[config.mk]
export PLATFORM = sky130hd
export DESIGN_NAME = inst_rom_arbiter
export DESIGN_NICKNAME = d
export VERILOG_FILES = /design/src/rtl/inst_rom_arbiter_pkg.sv /design/src/rtl/inst_rom_arbiter_rr_arb2.sv /design/src/rtl/inst_rom_arbiter.sv
export SDC_FILE = /design/constraint.sdc
export NUM_CORES = 1
export LEC_CHECK = 0
export BUFFER_PORTS_ARGS = -buffer_cell sky130_fd_sc_hd__buf_4
export CORE_MARGIN = 1
export CORE_UTILIZATION = 40
export DETAILED_ROUTE_END_ITERATION = 12
export GPL_TIMING_DRIVEN = 0
export PLACE_DENSITY = 0.75
export SYNTH_ARGS = -nofsm -noshare
export SYNTH_HDL_FRONTEND = slang
export SYNTH_SLANG_ARGS = --single-unit
[constraint.sdc]
create_clock -name clk -period 2.6 [get_ports clk]
set_input_delay 0.65 -clock clk [delete_from_list [all_inputs] [get_ports clk]]
set_output_delay 0.65 -clock clk [all_outputs]
set_load 0.05 [all_outputs]
[src/rtl/inst_rom_arbiter_pkg.sv]
// Shared encodings for the instruction-ROM arbiter: chip-enable levels,
// port identifiers held in the round-robin state, and the IF stall level.
package inst_rom_arbiter_pkg;

    localparam logic CHIP_ENABLE  = 1'b1;
    localparam logic CHIP_DISABLE = 1'b0;

    localparam logic PORT_FETCH   = 1'b0;
    localparam logic PORT_DATA    = 1'b1;

    localparam logic STALL_IF     = 1'b1;

    localparam int   REQ_FETCH    = 0;
    localparam int   REQ_DATA     = 1;

    function automatic logic is_misaligned(input logic [1:0] byte_off);
        return (byte_off != 2'b00);
    endfunction

endpackage

[src/rtl/inst_rom_arbiter_rr_arb2.sv]
// Two-way round-robin arbiter: a contest goes to the port that did not
// win the previous contest, recorded in `last`.
module rr_arb2
    import inst_rom_arbiter_pkg::*;
(
    input  logic [1:0] req,
    input  logic       last,
    output logic [1:0] gnt
);

    // one-hot grant selection
    always_comb begin
        gnt = 2'b00;
        case (req)
            2'b01:   gnt = 2'b01;
            2'b10:   gnt = 2'b10;
            2'b11:   gnt = (last == PORT_DATA) ? 2'b01 : 2'b10;
            default: gnt = 2'b00;
        endcase
    end

endmodule

[src/rtl/inst_rom_arbiter.sv]
// Shares the single-port instruction ROM between IF fetch and MEM data
// reads; one ROM access per cycle, responses registered one cycle later.
module inst_rom_arbiter
    import inst_rom_arbiter_pkg::*;
#(
    parameter int ADDR_W = 32,
    parameter int DATA_W = 32,
    parameter int CNT_W  = 16
) (
    input  logic              clk,
    input  logic              rst_n,
    input  logic              f_req,
    input  logic [ADDR_W-1:0] f_addr,
    input  logic              f_flush,
    output logic              f_gnt,
    output logic              f_rvalid,
    output logic [DATA_W-1:0] f_rdata,
    input  logic              d_req,
    input  logic [ADDR_W-1:0] d_addr,
    output logic              d_gnt,
    output logic              d_rvalid,
    output logic [DATA_W-1:0] d_rdata,
    output logic              d_err,
    output logic              rom_ce,
    output logic [ADDR_W-1:0] rom_addr,
    input  logic [DATA_W-1:0] rom_inst,
    output logic              stallreq_if,
    output logic [CNT_W-1:0]  conflict_cnt
);

    logic              fe_s;
    logic              de_s;
    logic              mis_s;
    logic [1:0]        gnt_s;

    logic              last_q,     last_d;
    logic              f_rvalid_q, f_rvalid_d;
    logic [DATA_W-1:0] f_rdata_q,  f_rdata_d;
    logic              d_rvalid_q, d_rvalid_d;
    logic [DATA_W-1:0] d_rdata_q,  d_rdata_d;
    logic              d_err_q,    d_err_d;
    logic [CNT_W-1:0]  cnt_q,      cnt_d;

    // effective requests; requests are masked while in reset so nothing is granted
    always_comb begin
        mis_s = rst_n & d_req &  is_misaligned(d_addr[1:0]);
        de_s  = rst_n & d_req & ~is_misaligned(d_addr[1:0]);
        fe_s  = rst_n & f_req & ~f_flush;
    end

    rr_arb2 u_rr_arb2 (
        .req  ({de_s, fe_s}),
        .last (last_q),
        .gnt  (gnt_s)
    );

    // ROM drive and handshake outputs
    always_comb begin
        if (gnt_s[REQ_FETCH]) begin
            rom_ce   = CHIP_ENABLE;
            rom_addr = f_addr;
        end else if (gnt_s[REQ_DATA]) begin
            rom_ce   = CHIP_ENABLE;
            rom_addr = d_addr;
        end else begin
            rom_ce   = CHIP_DISABLE;
            rom_addr = {ADDR_W{1'b0}};
        end
        f_gnt       = gnt_s[REQ_FETCH];
        // misaligned data is answered without touching the ROM
        d_gnt       = gnt_s[REQ_DATA] | mis_s;
        stallreq_if = (rst_n & f_req & ~gnt_s[REQ_FETCH]) ? STALL_IF : ~STALL_IF;
    end

    // next-state for round-robin state, responses and conflict counter
    always_comb begin
        if (fe_s & de_s) begin
            last_d = gnt_s[REQ_FETCH] ? PORT_FETCH : PORT_DATA;
        end else begin
            last_d = last_q;
        end

        f_rvalid_d = gnt_s[REQ_FETCH];
        if (gnt_s[REQ_FETCH]) begin
            f_rdata_d = rom_inst;
        end else begin
            f_rdata_d = f_rdata_q;
        end

        d_rvalid_d = gnt_s[REQ_DATA] | mis_s;
        d_err_d    = mis_s;
        if (gnt_s[REQ_DATA]) begin
            d_rdata_d = rom_inst;
        end else if (mis_s) begin
            d_rdata_d = {DATA_W{1'b0}};
        end else begin
            d_rdata_d = d_rdata_q;
        end

        // raw requests count, even when flushed or misaligned
        if (f_req & d_req & ~(&cnt_q)) begin
            cnt_d = cnt_q + {{(CNT_W-1){1'b0}}, 1'b1};
        end else begin
            cnt_d = cnt_q;
        end
    end

    // state registers
    always_ff @(posedge clk or negedge rst_n) begin
        if (!rst_n) begin
            last_q     <= PORT_DATA;
            f_rvalid_q <= 1'b0;
            f_rdata_q  <= {DATA_W{1'b0}};
            d_rvalid_q <= 1'b0;
            d_rdata_q  <= {DATA_W{1'b0}};
            d_err_q    <= 1'b0;
            cnt_q      <= {CNT_W{1'b0}};
        end else begin
            last_q     <= last_d;
            f_rvalid_q <= f_rvalid_d;
            f_rdata_q  <= f_rdata_d;
            d_rvalid_q <= d_rvalid_d;
            d_rdata_q  <= d_rdata_d;
            d_err_q    <= d_err_d;
            cnt_q      <= cnt_d;
        end
    end

    assign f_rvalid     = f_rvalid_q;
    assign f_rdata      = f_rdata_q;
    assign d_rvalid     = d_rvalid_q;
    assign d_rdata      = d_rdata_q;
    assign d_err        = d_err_q;
    assign conflict_cnt = cnt_q;

endmodule

==> metrics, run 1 <==
clock tree root driver cell clkbuf_8; initial detailed-routing violation count 105; number of flops mapped to enable cells by yosys 0; post-synth cell types 35; overflow left after global routing 0; Final Non-Filler Cells slightly below 700; number of clock sinks seen by CTS 84; Yosys Warn Count 0; critical path capture point type output pin; maximum level of the CTS H-tree 3; Max clock buf depth 2; wire length of the first global-routing pass 18280 µm; post-CTS clock slew at the launch and capture registers of the worst setup and hold paths 80 ps; Arr. time, crit path 1930 ps; Seq pwr share 0.406; reported net switching power 0.001702 W; die area 9469 µm²; die outline width 97.31 µm; starting density of the core 0.4146; fin util 0.6669; final number of hold-violating endpoints 0; slew at the pin with the worst max-slew slack ~520 ps; final count of negative-setup-slack endpoints 0; DR vias 3529; reg2reg setup slack roughly 700 ps; internal power 0.002402 W; combined global-route utilization of all metal layers 0.2448; post-layout minimum cycle time 2584 ps; library cell with the largest summed area after synthesis dfrtp_1; Post-Route WL 11290 µm; flops & latches, synth 84; count of filler cells inserted in the layout 707; via count of the first global-routing pass ~3500; mean instance size in the synthesized netlist around 11 µm²; share of the cycle needed by the critical path after routing 0.9938; nets in the synthesized netlist 436; WL per Instance around 17 µm; maximum clock frequency 387.0 MHz; DRC violation count after routing 0; most common cell in the synthesized netlist nand2_1; site row count 34; status finished, final reports clean; reg2reg end conflict_cnt[1]$_DFFE_PN0P_; net count reported at finish 673; Req. time, crit path around 2000 ps; quantity of hold-fixing buffers added after cts 0; antenna violations before repair 0; standard cell area after detailed placement between 5000 and 6000 µm²; Port Buffers roughly 220; Min Hold Slack around 110 ps; residual antenna-violating net count after detailed routing 0; length in cells of the worst reg-to-reg path 5; Syn Inst Count 334; area of the core region 8763 µm²; proportion of synthesized chip area in sequential cells 0.5789; net switching fraction of the power 0.4148; count of antenna diodes in the layout 0; worst setup slack after placement -1135 ps; startpoint of the lowest-slack register-to-register path conflict_cnt[0]$_DFFE_PN0P_; element type at the critical path start input pin; setup slack after layout 16.05 ps; total clock buffers created by CTS 9; total iterations of the first detailed-routing run 4; routed vias/inst a little over 5; cell types occupying the most area after synthesis dfrtp_1 57%, a22o_1 15%, nand2_1 10%, xor2_1 2.7%, buf_2 1.4%; Clock Skew approximately 16 ps; cell area after layout 5844 µm²; maximum number of pins on one net before global-route repair 45; maximum net fanout on the critical path 7; min-delay worst type input pin to asynchronous set/reset pin; portion of total power attributed to combinational logic 0.382; routability congestion estimate from global placement 0.7948; critical path type input pin to output pin; total count of max-transition violations in the final report 0; Worst IR Drop VDD approximately 260 µV; cell area after synthesis between 3000 and 4000 µm²; Max-cap violations 0; die height between 90 and 100 µm; RSZ-0062 raised after global routing true; area share of the largest cell type after synthesis 0.5716; count of placed standard cells including taps 661; portion of total power attributed to the clock network 0.212; DPL Wire Length 8378 µm; Pwr Density approximately 700 nW/µm²; Static Leakage about 3.2 nW; ys async rst share 1.000; clock insertion delay at the later pin of the skew report about 350 ps; Top Ports between 200 and 250; leading post-synthesis cells by instance count 101 x nand2_1, 83 x dfrtp_1, 62 x a22o_1; relative slew slack 0.6525; ratio of cells with drive above 1 in the final layout 0.4705; Syn-to-layout area delta 60.85%; clock tree from TritonCTS done; Primary FF master, synth dfrtp_1
## power by group through the flow
stage / clock, W / combinational (W) / sequential [W]
6_report: 0.000871 / 0.00157 / 0.00166
5_1_grt: 0.000946 / 0.00165 / 0.00169
4_1_cts: 0.000888 / 0.00157 / 0.00166
3_5_place_dp: 0 / 0.00154 / 0.00168
3_3_place_gp: 0 / 0.00152 / 0.00167
2_1_floorplan: 0 / 0.000337 / 0.00229
## stage by stage
stage               power, W  setup TNS (ps)
floorplan           0.002629               0
global placement    0.003197          -57250
detailed placement  0.003222          -62050
CTS                 0.004124               0
global route        0.004283          -213.1
finish              0.004104               0
## worst max-delay path by stage
stage / start / endpoint
after floorplan: d_addr[1] / rom_addr[11]
after CTS: rst_n / rom_addr[23]
after detailed placement: rst_n / rom_addr[29]
after global routing: d_addr[0] / rom_addr[29]
after global placement: rst_n / rom_addr[28]
final: d_addr[0] / rom_addr[29]
## flip-flops by register name (all words and copies together) (netlist names)
register,count
d_rdata,32
f_rdata,32
conflict_cnt,16
d_err,1
d_rvalid,1
f_rvalid,1
last_q,1
## cell families (layout without fill, tap and decap cells)
family                   Yosys count  count (layout)  synth area share
multiplexers                       5               5           0.01618
AO/OA/AOI/OAI                     69              69            0.1625
buffers and inverters             23             265           0.02720
AND/OR/NAND/NOR                  140             140            0.1828
flip-flops                        84              84            0.5789
XOR/XNOR                          12              12           0.02893
adder cells (fa/ha/maj)            1               1          0.003443
## worst max-delay path, stage by stage
cell and delay [ps]:
buf_6 90, nand4bb_4 280, o21ai_4 200, inv_2 80
buf_6 140, buf_6 120, a22o_1 210, buf_6 150
## layer usage
layer / routed length [µm] / global-route usage / vias to the layer above
met4: 290 / 0.08484 / 0
li1: - / - / 1652
met3: 683 / 0.05683 / 24
met1: 4412 / 0.2867 / 1693
met2: 5906 / 0.4388 / 160
met5: 0 / 0 / -
## placed cells by master, fill, tap and decap left out, types with 2 or more instances in the layout
master	Yosys	layout
clkinvlp_4	0	2
inv_1	3	3
buf_2	10	6
nor4_1	2	2
nand2_1	101	101
nand3_1	7	7
a22o_1	62	62
nor3b_1	3	3
and3_1	2	2
xor2_1	11	11
dfrtp_1	83	83
o21ai_0	3	3
clkbuf_1	9	5
nor3_1	6	6
nor2_1	3	2
and4_1	2	2
buf_6	0	19
clkbuf_8	0	10
buf_4	0	210
bufbuf_16	0	2
and2_1	2	2
inv_6	0	2
mux2_2	3	3
nor2_4	0	2
nand4_1	4	4
clkbuf_4	0	2
## final cells by class
| cell class | instances | area [µm²] | share of cell area |
|---|---|---|---|
| Tap cell | 108 | 135.1 | 0.02312 |
| Clock buffer | 10 | 137.6 | 0.02355 |
| Timing Repair Buffer | 226 | 1828 | 0.3128 |
| Buffer | 19 | 118.9 | 0.02034 |
| Clock inverter | 6 | 46.29 | 0.007921 |
| Multi-Input combinational cell | 227 | 1460 | 0.2498 |
| Inverter | 4 | 15.01 | 0.002569 |
| Sequential cell | 84 | 2103 | 0.3599 |
## what timing repair did
action / 4_1_cts / 5_1_grt
resized for setup: 27 / 17
pin swaps: 7 / 1
setup buffers: 3 / 1
cloned: 3 / 0
endpoints found under the setup margin: 65 / 31
Note: power is estimated with default switching activity, not from simulation.
==> run 2, diff against run 1 <==
- BUFFER_PORTS_ARGS: -buffer_cell sky130_fd_sc_hd__buf_4 -> -buffer_cell sky130_fd_sc_hd__buf_2
- CAP_MARGIN: not set -> 5
==> run 2 against run 1 <==
Total power grew 2.7%. Sequential share of layout area up 2.8 points. Register-to-register slack barely moved. Die area stayed put. Maximum frequency is 0.13% higher. Critical path type unchanged. Critical endpoint is now rom_addr[28]. Highest routed layer unchanged.
==> metrics, run 2 (synthesized netlist as in run 1, its figures left out) <==
site row count 34 (unchanged); reported net switching power 0.001673 W (was 0.001702 W); maximum number of pins on one net before global-route repair 56 (was 45); count of filler cells inserted in the layout 760 (was 707); DPL Wire Length 8204 µm (was 8378 µm); Clock Skew 11.75 ps (was 15.59 ps); net switching fraction of the power 0.3968 (was 0.4148); maximum clock frequency 387.5 MHz (was 387.0 MHz); Arr. time, crit path 1930 ps (about the same); relative slew slack 0.6613 (was 0.6525); die area 9469 µm² (unchanged); DRC violation count after routing 0 (unchanged); clock tree root driver cell clkbuf_8 (unchanged); critical path's largest stage delay 270 ps (was 280 ps); min-delay worst type input pin to asynchronous set/reset pin (unchanged); clock insertion delay at the later pin of the skew report 350 ps (about the same); routability congestion estimate from global placement 0.8153 (was 0.7948); Pwr Density 777.3 nW/µm² (was 702.2 nW/µm²); critical path type input pin to output pin (unchanged); buffering stage count on the worst path with inverters included 5 (unchanged); net count reported at finish 673 (unchanged); multi-input logic area 1460 µm² (unchanged); Req. time, crit path 1950 ps (about the same); Seq pwr share 0.393 (was 0.406); Port Buffers 219 (unchanged); Worst IR Drop VDD 275.7 µV (was 262.2 µV); cell area after layout 5423 µm² (was 5844 µm²); first element of the critical path d_addr[0] (unchanged); final count of negative-setup-slack endpoints 0 (unchanged); DR vias 3462 (was 3529); starting density of the core 0.4146 (unchanged); slew at the pin with the worst max-slew slack 508.1 ps (was 521.2 ps); portion of total power attributed to the clock network 0.271 (was 0.212); internal power 0.002542 W (was 0.002402 W); Min Hold Slack 97.31 ps (was 114.0 ps); quantity of hold-fixing buffers added after cts 0 (unchanged); Static Leakage 3.076 nW (was 3.168 nW); cells along the critical path buf_6 -> nand4bb_4 -> o21ai_4 -> inv_2 -> buf_8 -> buf_6 -> a22o_1 -> buf_6 (was buf_6 -> nand4bb_4 -> o21ai_4 -> inv_2 -> buf_6 -> buf_6 -> a22o_1 -> buf_6); status finished, final reports clean (unchanged); total clock buffers created by CTS 9 (unchanged); total count of max-transition violations in the final report 0 (unchanged); cell type with the highest occurrence count on the critical path buf_6 (unchanged); share of the cycle needed by the critical path after routing 0.9925 (was 0.9938); final number of hold-violating endpoints 0 (unchanged); most frequent standard cell in the layout excluding fill and tap cells buf_2 (was buf_4); WL per Instance 15.72 µm (was 16.51 µm); post-CTS clock slew at the launch and capture registers of the worst setup and hold paths 90 ps (was 80 ps); ratio of cells with drive above 1 in the final layout 0.4688 (was 0.4705); via count of the first global-routing pass 3364 (was 3532); combined global-route utilization of all metal layers 0.2246 (was 0.2448); critical path capture point type output pin (unchanged); number of clock sinks seen by CTS 84 (unchanged); total iterations of the first detailed-routing run 4 (unchanged); sequential standard cell area 2103 µm² (unchanged); commonest non-fill, non-tap cells in the layout 188 x buf_2, 101 x nand2_1, 83 x dfrtp_1 (was 210 x buf_4, 101 x nand2_1, 83 x dfrtp_1); post-layout minimum cycle time 2581 ps (was 2584 ps); Syn-to-layout area delta 49.24% (was 60.85%); maximum net fanout on the critical path 10 (was 7); slowest library cell on the worst path nand4bb_4 (unchanged); die height 97.31 µm (unchanged); element type at the critical path start input pin (unchanged); Post-Route WL 10750 µm (was 11290 µm); maximum level of the CTS H-tree 3 (unchanged); antenna violations before repair 0 (unchanged); clock tree from TritonCTS done (unchanged); count of antenna diodes in the layout 0 (unchanged); Max-cap violations 0 (unchanged); Max clock buf depth 2 (unchanged); portion of total power attributed to combinational logic 0.335 (was 0.382); family with the most delay on the worst path buffers and inverters (unchanged); startpoint of the lowest-slack register-to-register path conflict_cnt[0]$_DFFE_PN0P_ (unchanged); Top Ports 220 (unchanged); wire length of the first global-routing pass 16830 µm (was 18280 µm); area of the core region 8763 µm² (unchanged); routed vias/inst 5.061 (was 5.159); standard cell area after detailed placement 4902 µm² (was 5420 µm²); initial detailed-routing violation count 93 (was 105); RSZ-0062 raised after global routing true (unchanged); overflow left after global routing 0 (unchanged); die outline width 97.31 µm (unchanged); residual antenna-violating net count after detailed routing 0 (unchanged)
run 2: changes by cell type in the layout (fill, tap and decap cells not counted), moves of 2 or more:
| cell | delta |
|---|---|
| buf_2 | +182 |
| buf_4 | -177 |
| clkbuf_4 | +3 |
| clkinvlp_4 | -2 |
| buf_6 | -9 |
| bufinv_16 | +3 |
run 2: final cells by class:
type	count	area share
inverters	4	0.002769
well taps	108	0.02492
multi-input cells	227	0.2693
clock inverters	5	0.01984
flip-flops and latches	84	0.3879
repair buffers	226	0.2464
clock buffers	11	0.02607
plain buffers	19	0.02284
run 2: power by group through the flow:
stage / Clock [W] / Combinational (W) / Sequential, W
floorplan: 0 / 0.000337 / 0.00229
global placement: 0 / 0.00136 / 0.00166
detailed placement: 0 / 0.00138 / 0.00167
CTS: 0.00116 / 0.00142 / 0.00165
global route: 0.00122 / 0.00148 / 0.00168
finish: 0.00114 / 0.00141 / 0.00166
run 2: repair_timing:
item	in CTS	in global routing
setup buffers	3	2
endpoints found under the hold margin	0	0
setup endpoints to repair	35	35
pin swaps	7	1
cloned	1	0
resized for setup	57	16
run 2: worst paths after layout:
path | depth (start not counted) | slack (ps) | end
setup / recovery | 8 | 20 | rom_addr[28]
hold / removal | 1 | 100 | conflict_cnt[10]$_DFFE_PN0P_
setup reg to reg | 5 | 690 | conflict_cnt[1]$_DFFE_PN0P_
hold reg to reg | 2 | 480 | f_rdata[30]$_DFFE_PN0P_
max in group asynchronous | 2 | 2030 | d_rdata[2]$_DFFE_PN0P_
min in group clk | 2 | 480 | f_rdata[30]$_DFFE_PN0P_
run 2: stage by stage:
step / util / TNS (ps) / std cells / total power (W) / setup slack (ps)
floorplan: - / 0 / 334 / 0.002629 / 22.23
global placement: 0.5560 / -127930 / 661 / 0.003017 / -1813
detailed placement: 0.5594 / -20800 / 662 / 0.003058 / -663.1
CTS: 0.6138 / -84.47 / 682 / 0.004239 / -18.20
global route: 0.6188 / -184.7 / 684 / 0.004383 / -44.93
finish: 0.6188 / 0 / 684 / 0.004215 / 19.48
run 2: metal layers:
layer / GRT usage / part of all wire / up-vias
met5: 0 / 0 / -
met4: 0.08937 / 0.016 / 0
met2: 0.4025 / 0.51 / 142
li1: - / - / 1650
met3: 0.03957 / 0.053 / 13
met1: 0.2668 / 0.42 / 1657
==> run 3, diff against run 2 <==
- ABC_AREA: not set -> 1
- PLACE_DENSITY: 0.75 -> 0.73
==> run 3 against run 2 <==
First-iteration DRC count up 94%. Via count up 22%. Total power down 7.5%. Hold slack better by 120 ps. Register-to-register slack better by 220 ps. Combinational power down 9.9%. Core utilization down 0.29 points. Die area up 9.7%. Synthesized area up 9.9%. Flip-flop and latch count unchanged. Highest routed layer unchanged.
==> metrics, run 3 <==
cell area after synthesis 3994 µm² (was 3633 µm²); post-layout minimum cycle time 2514 ps (was 2581 ps); critical path capture point type output pin (unchanged); ratio of cells with drive above 1 in the final layout 0.3791 (was 0.4688); element type at the critical path start input pin (unchanged); critical path type input pin to output pin (unchanged); Primary FF master, synth dfrtp_1 (unchanged); total count of max-transition violations in the final report 0 (unchanged); die outline width 101.9 µm (was 97.31 µm); area share of the largest cell type after synthesis 0.5201 (was 0.5716); relative slew slack 0.6739 (was 0.6613); layer with the highest usage after global routing met2 (unchanged); status finished, final reports clean (unchanged); Req. time, crit path 1950 ps (about the same); Worst IR Drop VDD 360.2 µV (was 275.7 µV); die height 101.9 µm (was 97.31 µm); maximum net fanout on the critical path 10 (unchanged); DRC violation count after routing 0 (unchanged); routed vias/inst 4.760 (was 5.061); final number of hold-violating endpoints 0 (unchanged); clock tree root driver cell clkbuf_8 (unchanged); net count reported at finish 854 (was 673); mean instance size in the synthesized netlist 7.816 µm² (was 10.88 µm²); commonest non-fill, non-tap cells in the layout 198 x nand2_1, 196 x buf_2, 83 x dfrtp_1 (was 188 x buf_2, 101 x nand2_1, 83 x dfrtp_1); Syn-to-layout area delta 50.03% (was 49.24%); slew at the pin with the worst max-slew slack 489.1 ps (was 508.1 ps); DR vias 4236 (was 3462); most frequent standard cell in the layout excluding fill and tap cells nand2_1 (was buf_2); maximum level of the CTS H-tree 3 (unchanged); met3 Track Usage GR 0.04036 (was 0.03957); nets in the synthesized netlist 613 (was 436); RSZ-0062 raised after global routing true (unchanged); met1 layer usage reported by global route 0.2739 (was 0.2668); Clock Skew 6.347 ps (was 11.75 ps); Arr. time, crit path 1860 ps (was 1930 ps); count of antenna diodes in the layout 0 (unchanged); Syn Inst Count 511 (was 334); residual antenna-violating net count after detailed routing 0 (unchanged); Top Ports 220 (unchanged); clock tree from TritonCTS done (unchanged); die area 10390 µm² (was 9469 µm²); number of flops mapped to enable cells by yosys 0 (unchanged); clock insertion delay at the later pin of the skew report 360 ps (was 350 ps); Final Non-Filler Cells 890 (was 684); Max-cap violations 0 (unchanged); initial detailed-routing violation count 180 (was 93); length in cells of the worst reg-to-reg path 8 (was 5); combined global-route utilization of all metal layers 0.2352 (was 0.2246); ys async rst share 1.000 (unchanged); number of clock sinks seen by CTS 84 (unchanged); site row count 36 (was 34); WL per Instance 13.84 µm (was 15.72 µm); min-delay worst type input pin to asynchronous set/reset pin (unchanged); reg2reg setup slack 910 ps (was 690 ps); flops & latches, synth 84 (unchanged); post-synth cell types 25 (was 35); antenna violations before repair 0 (unchanged); routability congestion estimate from global placement 0.8364 (was 0.8153); most common cell in the synthesized netlist nand2_1 (unchanged); area of the core region 9729 µm² (was 8763 µm²); wire length of the first global-routing pass 18640 µm (was 16830 µm); share of the cycle needed by the critical path after routing 0.9670 (was 0.9925); maximum clock frequency 397.7 MHz (was 387.5 MHz); final count of negative-setup-slack endpoints 0 (unchanged); DPL Wire Length 8961 µm (was 8204 µm); proportion of synthesized chip area in sequential cells 0.5266 (was 0.5789); count of placed standard cells including taps 864 (was 662); Port Buffers 219 (unchanged); met2 usage in global routing 0.4106 (was 0.4025); library cell with the largest summed area after synthesis dfrtp_1 (unchanged); maximum number of pins on one net before global-route repair 24 (was 56); total iterations of the first detailed-routing run 6 (was 4); fin util 0.6159 (was 0.6188); leading post-synthesis cells by instance count 208 x nand2_1, 83 x dfrtp_1, 61 x o21ai_0 (was 101 x nand2_1, 83 x dfrtp_1, 62 x a22o_1); starting density of the core 0.4105 (was 0.4146); Pwr Density 650.5 nW/µm² (was 777.3 nW/µm²); cell types occupying the most area after synthesis dfrtp_1 52%, nand2_1 20%, o21ai_0 7.6%, nand3_1 4.8%, inv_1 4.4% (was dfrtp_1 57%, a22o_1 15%, nand2_1 10%, xor2_1 2.7%, buf_2 1.4%); Static Leakage 3.443 nW (was 3.076 nW); total clock buffers created by CTS 9 (unchanged); Yosys Warn Count 0 (unchanged); overflow left after global routing 0 (unchanged); Max clock buf depth 2 (unchanged); post-CTS clock slew at the launch and capture registers of the worst setup and hold paths 90 ps (about the same); via count of the first global-routing pass 3832 (was 3364); Post-Route WL 12320 µm (was 10750 µm)
run 3: cell types whose count changed in the layout (fill, tap and decap cells not counted), sizes merged, moves of 4 or more:
cell,delta
nand3,+31
xnor2,+7
xor2,-10
clkbuf,-8
nand2,+110
inv,+47
mux2,-4
o21ai,+58
nor2,+16
a22o,-62
buf,+12
run 3: power by group:
| part | internal, W | leakage [nW] | switching [W] |
|---|---|---|---|
| Clock | 0.000554 | 0.109 | 0.000510 |
| Sequential | 0.00146 | 1.10 | 0.000104 |
| Combinational | 0.000347 | 2.23 | 0.000921 |
| Total | 0.00236 | 3.44 | 0.00154 |
run 3: cell type report:
class / count / area, µm²
buffer: 22 / 166.4
clock buffer: 10 / 127.6
clock inverter: 6 / 96.34
fill: 890 / 3737
inverter: 50 / 200.2
multi-input combinational: 354 / 1614
sequential: 84 / 2103
tap: 133 / 166.4
timing repair buffer: 231 / 1518
run 3: logic make-up after synthesis:
| kind of cell | count (synthesis) | synth area share |
|---|---|---|
| compound gates | 64 | 0.08020 |
| flops | 84 | 0.5266 |
| simple gates | 280 | 0.2907 |
| buf+inv | 73 | 0.07958 |
| xor+xnor | 9 | 0.01974 |
| fa+ha+maj | 1 | 0.003132 |
run 3: what timing repair did:
| item | CTS | global route |
|---|---|---|
| setup buffers | 7 | 0 |
| pin swaps | 5 | 4 |
| setup endpoints to repair | 36 | 30 |
| hold buffers | 0 | 0 |
| resized for setup | 75 | 19 |
| endpoints found under the hold margin | 0 | 0 |
| gates cloned | 4 | 0 |
run 3: critical path, cell delays in order:
cell and delay (ps):
buf_16 80, buf_16 110, inv_2 60, nor3_4 270, nand2_2 110, nand2_4 90
inv_6 50, buf_6 130, nand2_1 70, nand2_1 70, buf_6 150
run 3: layer usage:
| layer | share of wire | wire length, µm | up-vias |
|---|---|---|---|
| li1 | - | - | 2083 |
| met1 | 0.40 | 4888 | 1925 |
| met2 | 0.50 | 6110 | 195 |
| met3 | 0.065 | 798 | 33 |
| met4 | 0.042 | 523 | 0 |
| met5 | 0 | 0 | - |
run 3: stage by stage:
step | total power (W) | setup TNS [ps] | hold WS (ps) | worst slack (ps) | cell area [µm²]
detailed placement | 0.002784 | -30780 | 463.9 | -927.8 | 5293
finish | 0.003898 | 0 | 217.1 | 85.77 | 5992
global placement | 0.002758 | -119570 | 460.5 | -1804 | 5263
CTS | 0.003907 | 0 | 199.0 | 32.21 | 5936
floorplan | 0.002420 | 0 | 354.4 | 99.69 | 4000
global route | 0.004067 | -17.16 | 199.2 | -8.147 | 5992
run 3: path summary, 6_finish.rpt:
path / endpoint / startpoint
min: conflict_cnt[7]$_DFFE_PN0P_ / rst_n
max in group asynchronous: d_rdata[25]$_DFFE_PN0P_ / rst_n
min reg2reg: f_rdata[17]$_DFFE_PN0P_ / f_rdata[17]$_DFFE_PN0P_
max reg2reg: conflict_cnt[10]$_DFFE_PN0P_ / conflict_cnt[1]$_DFFE_PN0P_
max: rom_addr[16] / rst_n
min in group clk: f_rdata[17]$_DFFE_PN0P_ / f_rdata[17]$_DFFE_PN0P_
